--- config.mk ---
export PLATFORM = sky130hd
export DESIGN_NAME = axi4_lite_csr_regs
export DESIGN_NICKNAME = d
export VERILOG_FILES = /design/src/rtl/axi4_lite_csr_regs.sv
export SDC_FILE = /design/constraint.sdc
export NUM_CORES = 1
export LEC_CHECK = 0
export ABC_AREA = 0
export ABC_CLOCK_PERIOD_IN_PS = 3100
export CORE_UTILIZATION = 41
export DETAILED_ROUTE_END_ITERATION = 8
export DONT_BUFFER_PORTS = 1
export GPL_ROUTABILITY_DRIVEN = 0
export PLACE_DENSITY_LB_ADDON = 0.08
export REMOVE_ABC_BUFFERS = 1
export SYNTH_ARGS = -nofsm -noshare
export SYNTH_HDL_FRONTEND = slang
export SYNTH_SLANG_ARGS = --single-unit
--- constraint.sdc ---
create_clock -name aclk -period 3.1 [get_ports aclk]
set_input_delay 0.155 -clock aclk [delete_from_list [all_inputs] [get_ports aclk]]
set_output_delay 0.155 -clock aclk [all_outputs]
set_load 0.01 [all_outputs]
--- src/rtl/axi4_lite_csr_regs.sv ---
// AXI4-Lite slave CSR bank: CTRL/STATUS/SCRATCH/VERSION plus sticky event IRQs.
// Independent single-outstanding write and read channels; irq_o is registered.
module axi4_lite_csr_regs #(
  parameter int          ADDR_W  = 8,
  parameter logic [31:0] VERSION = 32'h0001_0000,
  parameter int          N_IRQ   = 8
) (
  input  logic              aclk,
  input  logic              aresetn,
  input  logic [ADDR_W-1:0] s_awaddr,
  input  logic              s_awvalid,
  output logic              s_awready,
  input  logic [31:0]       s_wdata,
  input  logic [3:0]        s_wstrb,
  input  logic              s_wvalid,
  output logic              s_wready,
  output logic [1:0]        s_bresp,
  output logic              s_bvalid,
  input  logic              s_bready,
  input  logic [ADDR_W-1:0] s_araddr,
  input  logic              s_arvalid,
  output logic              s_arready,
  output logic [31:0]       s_rdata,
  output logic [1:0]        s_rresp,
  output logic              s_rvalid,
  input  logic              s_rready,
  output logic [31:0]       ctrl_o,
  input  logic [31:0]       status_i,
  input  logic [N_IRQ-1:0]  irq_event_i,
  output logic              irq_o
);
  localparam int IW = ADDR_W - 2;
  localparam logic [0:0] W_IDLE = 1'b0, W_RESP = 1'b1;
  localparam logic [0:0] R_IDLE = 1'b0, R_DATA = 1'b1;
  localparam logic [1:0] OKAY = 2'b00, SLVERR = 2'b10;
  localparam logic [IW-1:0] A_CTRL    = IW'(0);
  localparam logic [IW-1:0] A_STATUS  = IW'(1);
  localparam logic [IW-1:0] A_SCRATCH = IW'(2);
  localparam logic [IW-1:0] A_VERSION = IW'(3);
  localparam logic [IW-1:0] A_IRQ_ST  = IW'(4);
  localparam logic [IW-1:0] A_IRQ_EN  = IW'(5);

  typedef struct packed {
    logic [ADDR_W-1:0] addr;
    logic [31:0]       data;
    logic [3:0]        strb;
  } wr_req_t;

  function automatic logic [31:0] merge(input logic [31:0] old, input logic [31:0] d,
                                        input logic [31:0] m);
    return (old & ~m) | (d & m);
  endfunction

  logic             rdy_en;
  logic [0:0]       w_state, r_state;
  logic             aw_held, w_held;
  wr_req_t          req_q;
  logic [31:0]      ctrl_q, scratch_q;
  logic [N_IRQ-1:0] irq_st_q, irq_en_q, irq_clr;

  logic              aw_fire, w_fire, ar_fire, commit, wr_hit;
  logic [ADDR_W-1:0] wr_addr;
  logic [IW-1:0]     wr_idx;
  logic [31:0]       wr_data, bmask, en_merged, rd_val;
  logic [3:0]        wr_strb;
  logic              rd_err;

  // Ready outputs stay low until the first edge after reset release.
  assign s_awready = rdy_en && (w_state == W_IDLE) && !aw_held;
  assign s_wready  = rdy_en && (w_state == W_IDLE) && !w_held;
  assign s_arready = rdy_en && (r_state == R_IDLE);
  assign aw_fire   = s_awvalid && s_awready;
  assign w_fire    = s_wvalid && s_wready;
  assign ar_fire   = s_arvalid && s_arready;

  // A channel taken on this edge is used directly, so commit happens as soon as both are present.
  assign wr_addr = aw_held ? req_q.addr : s_awaddr;
  assign wr_data = w_held ? req_q.data : s_wdata;
  assign wr_strb = w_held ? req_q.strb : s_wstrb;
  assign commit  = (w_state == W_IDLE) && (aw_held || aw_fire) && (w_held || w_fire);
  assign wr_idx  = wr_addr[ADDR_W-1:2];
  assign wr_hit  = (wr_idx <= A_IRQ_EN);

  for (genvar b = 0; b < 4; b++) begin : g_lane
    assign bmask[b*8 +: 8] = {8{wr_strb[b]}};
  end

  assign en_merged = merge(32'(irq_en_q), wr_data, bmask);
  assign ctrl_o    = ctrl_q;

  always_comb begin
    irq_clr = '0;
    if (commit && wr_idx == A_IRQ_ST) irq_clr = wr_data[N_IRQ-1:0] & bmask[N_IRQ-1:0];
  end

  always_comb begin
    rd_val = '0;
    rd_err = 1'b0;
    case (s_araddr[ADDR_W-1:2])
      A_CTRL:    rd_val = ctrl_q;
      A_STATUS:  rd_val = status_i;
      A_SCRATCH: rd_val = scratch_q;
      A_VERSION: rd_val = VERSION;
      A_IRQ_ST:  rd_val = 32'(irq_st_q);
      A_IRQ_EN:  rd_val = 32'(irq_en_q);
      default:   rd_err = 1'b1;
    endcase
  end

  always_ff @(posedge aclk or negedge aresetn) begin
    if (!aresetn) rdy_en <= 1'b0;
    else          rdy_en <= 1'b1;
  end

  always_ff @(posedge aclk or negedge aresetn) begin
    if (!aresetn) begin
      w_state  <= W_IDLE;
      aw_held  <= 1'b0;
      w_held   <= 1'b0;
      req_q    <= '0;
      s_bvalid <= 1'b0;
      s_bresp  <= OKAY;
    end else begin
      case (w_state)
        W_IDLE: begin
          if (aw_fire) begin
            aw_held    <= 1'b1;
            req_q.addr <= s_awaddr;
          end
          if (w_fire) begin
            w_held     <= 1'b1;
            req_q.data <= s_wdata;
            req_q.strb <= s_wstrb;
          end
          if (commit) begin
            aw_held  <= 1'b0;
            w_held   <= 1'b0;
            s_bvalid <= 1'b1;
            s_bresp  <= wr_hit ? OKAY : SLVERR;
            w_state  <= W_RESP;
          end
        end
        default: begin
          if (s_bready) begin
            s_bvalid <= 1'b0;
            w_state  <= W_IDLE;
          end
        end
      endcase
    end
  end

  always_ff @(posedge aclk or negedge aresetn) begin
    if (!aresetn) begin
      ctrl_q    <= '0;
      scratch_q <= '0;
      irq_en_q  <= '0;
      irq_st_q  <= '0;
      irq_o     <= 1'b0;
    end else begin
      if (commit && wr_idx == A_CTRL)    ctrl_q    <= merge(ctrl_q, wr_data, bmask);
      if (commit && wr_idx == A_SCRATCH) scratch_q <= merge(scratch_q, wr_data, bmask);
      if (commit && wr_idx == A_IRQ_EN)  irq_en_q  <= en_merged[N_IRQ-1:0];
      // A new event wins over a simultaneous W1C of the same bit.
      irq_st_q <= (irq_st_q & ~irq_clr) | irq_event_i;
      irq_o    <= |(irq_st_q & irq_en_q);
    end
  end

  always_ff @(posedge aclk or negedge aresetn) begin
    if (!aresetn) begin
      r_state  <= R_IDLE;
      s_rvalid <= 1'b0;
      s_rdata  <= '0;
      s_rresp  <= OKAY;
    end else begin
      case (r_state)
        R_IDLE: begin
          if (ar_fire) begin
            s_rdata  <= rd_val;
            s_rresp  <= rd_err ? SLVERR : OKAY;
            s_rvalid <= 1'b1;
            r_state  <= R_DATA;
          end
        end
        default: begin
          if (s_rready) begin
            s_rvalid <= 1'b0;
            r_state  <= R_IDLE;
          end
        end
      endcase
    end
  end

  logic unused_ok;
  assign unused_ok = ^{wr_addr[1:0], s_araddr[1:0], en_merged};

endmodule
==> flow_metrics.tcl <==
set metrics [dict create \
    status "finished with violations" \
    violations "design-rule violations, negative hold slack" \
    max-cap-violations 0 \
    power.density_nw_per_um2 721 \
    dp_hpwl_um 12000 \
    synthMuxAreaShare_pct 26.8 \
    synth-compound-area-share_pct 10.5 \
    ir_drop_uv 383 \
    crit_required_ps 3400 \
    synth_area_leaders "dfrtp_1 (54%), mux2_2 (22%), mux2i_1 (4.1%)" \
    initial_core_util_pct 42.2 \
    dieWidth_um 138 \
    synth_xor_area_share_pct 0 \
    synth_top_area_cell "dfrtp_1" \
    dr.pass1.iters 6 \
    core_area_um2 18100 \
    die-area_um2 19200 \
    diodes 0 \
    synth_fa_ha_area_share_pct 0 \
    tightest_slew_ps 1010 \
    port_buffers 0 \
    p_sw_mw 1.81 \
    grt_setup_unrepaired "no" \
    path_max_fanout 15 \
    multi_input_area_um2 3330 \
    fin_worst_skew_ps 10.4 \
    fin_util_pct 49.6 \
    path_clk_slew_ps 60 \
    hold_viol_final 164 \
    synth.most_common_cell "dfrtp_1" \
    seqCellArea_um2 4110 \
    setup_viol 0 \
    cts_resized 0 \
    synth_area_um2 7630 \
    hold_path.class "in2async" \
    totalPowerFinal_mw 6.47 \
    post_drt_wl_per_cell_um 22.1 \
    syn_area_per_cell_um2 12.8 \
    post-cts-setup-buffers 0 \
    cts_htree_levels 4 \
    clockBufferDepth 2 \
    maxSlewViolCount 0 \
    p_int_mw 4.67 \
    synth_top_area_share_pct 53.8 \
    synth_warnings 0 \
    fin_crit_sh_pct 85.9 \
    grt_max_degree 165 \
    ctsRootBufferMaster "clkbuf_16" \
    nFillCells 1599 \
    die_h_um 138 \
    final_area_um2 8980 \
    synth-main-ff-cell "dfrtp_1" \
    ys_seq_area_share_pct 53.8 \
    switching_share_pct 27.9 \
    clock-sinks 164 \
    grt_usage_pct 21.2 \
    drive_gt1_share_pct 31.7 \
    clkPwrFrac_pct 32.6 \
    worstPathArrival_ps 2960 \
    insertion_delay_ps 420 \
    timing.final.ws_setup_ps 437 \
    drc 18 \
    max_slew_margin_pct 32.3 \
    synth_top_family_by_area "multiplexers" \
    synthCells 596 \
    drt_iter0_markers 227 \
    end_kind "register" \
    antenna_found_initial 0 \
    nets 743 \
    ys_async_sr_fraction_pct 100 \
    grt_pass1_wl_um 31000 \
    area_delta_synth_final_pct 17.7 \
    antenna_left 0 \
    synthSimpleGateAreaFrac_pct 5.99 \
    drt-total-wl_um 19600 \
    power.leakage_nw 4.03 \
    pin_count 173 \
    dp_slack_ps 428 \
    placed_area_um2 7820 \
    dr_total_vias 4949 \
    max_freq_ghz 0.376 \
    critPathLaunchType "register" \
    path_class "reg2reg" \
    cts_tree "built" \
    viasPerCell 5.59 \
    numCtsBuffers 17 \
    gr-total-overflow 0 \
    synth_edf_count 0 \
    synthTopCellsByCount "dfrtp_1 (164), mux2_2 (149), o21ai_0 (39)" \
    cts_hold_buffers 56 \
    ys_ff_latch 164 \
    grt_pass1_vias 5354 \
    synth_cell_types 47 \
    hold_ws_ps -570 \
    rows 49 \
    comb_power_share_pct 20.4 \
    period_minus_slack_ps 2660 \
    p_seq_share_pct 47.0 \
]
power by group through the flow:
stage               Clock (mW)  Sequential, mW  Combinational [mW]
finish                    2.11            3.04                1.32
detailed placement           0            3.08                1.27
global placement             0            3.05                1.22
global route              2.25            3.12                1.44
CTS                       2.16            3.04                1.34
floorplan                    0            3.00                1.01
critical path, cell delays in order (launching register included):
cell       delay (ps)
dfrtp_1           530
or3_2             570
a2111oi_4         690
nand3_2           350
mux2_1            400
kinds of logic after synthesis:
family	Yosys count
muxes	185
DFF	164
AOI/OAI and AO/OA	110
and+or+nand+nor	87
buffers and inverters	48
other	2
layer usage:
| layer | GRT usage (%) | part of all wire, % |
|---|---|---|
| met2 | 33.9 | 48 |
| met3 | 5.96 | 5.7 |
| met5 | 0 | 0 |
| met1 | 28.1 | 46 |
| met4 | 6.15 | 1.2 |
cells in the final DEF, fill, tap and decap left out, types with 6 or more instances in the layout:
master / synthesis / routed
mux2_2: 149 / 149
a31oi_1: 8 / 8
mux2i_1: 31 / 31
nand3_2: 6 / 6
dlygate4sd3_1: 0 / 56
nand2_1: 36 / 36
buf_4: 6 / 7
dfrtp_1: 164 / 163
nor2_1: 14 / 13
o21ai_0: 39 / 39
a22o_1: 24 / 24
a21oi_1: 6 / 6
inv_1: 13 / 13
clkbuf_16: 0 / 17
a22oi_1: 11 / 11
path summary, 6_finish.rpt:
kind / start / to / slack, ps / cells past startpoint
max reg2reg: aw_held$_DFFE_PN0P_ / register / 440 / 4
min reg2reg: register / register / 500 / 1
max: aw_held$_DFFE_PN0P_ / register / 440 / 4
min: aresetn / r_state$_DFF_PN0_ / -570 / 0
min in group aclk: s_awvalid / w_held$_DFFE_PN0P_ / 10 / 3
max in group asynchronous: aresetn / asynchronous set/reset pin / 3360 / 0
cell type report:
class / instances / area share [%]
clock buffers: 21 / 5.24
flip-flops and latches: 164 / 45.7
multi-input cells: 385 / 37.1
repair buffers: 63 / 6.83
well taps: 229 / 3.19
clock inverters: 11 / 1.37
inverters: 13 / 0.544
per-stage QoR:
step                std cells  setup TNS, ps
finish                    886              0
global route              886              0
CTS                       886              0
floorplan                 562         -45180
global placement          798              0
detailed placement        798              0
No activity file was read; power rests on OpenSTA's default activity.
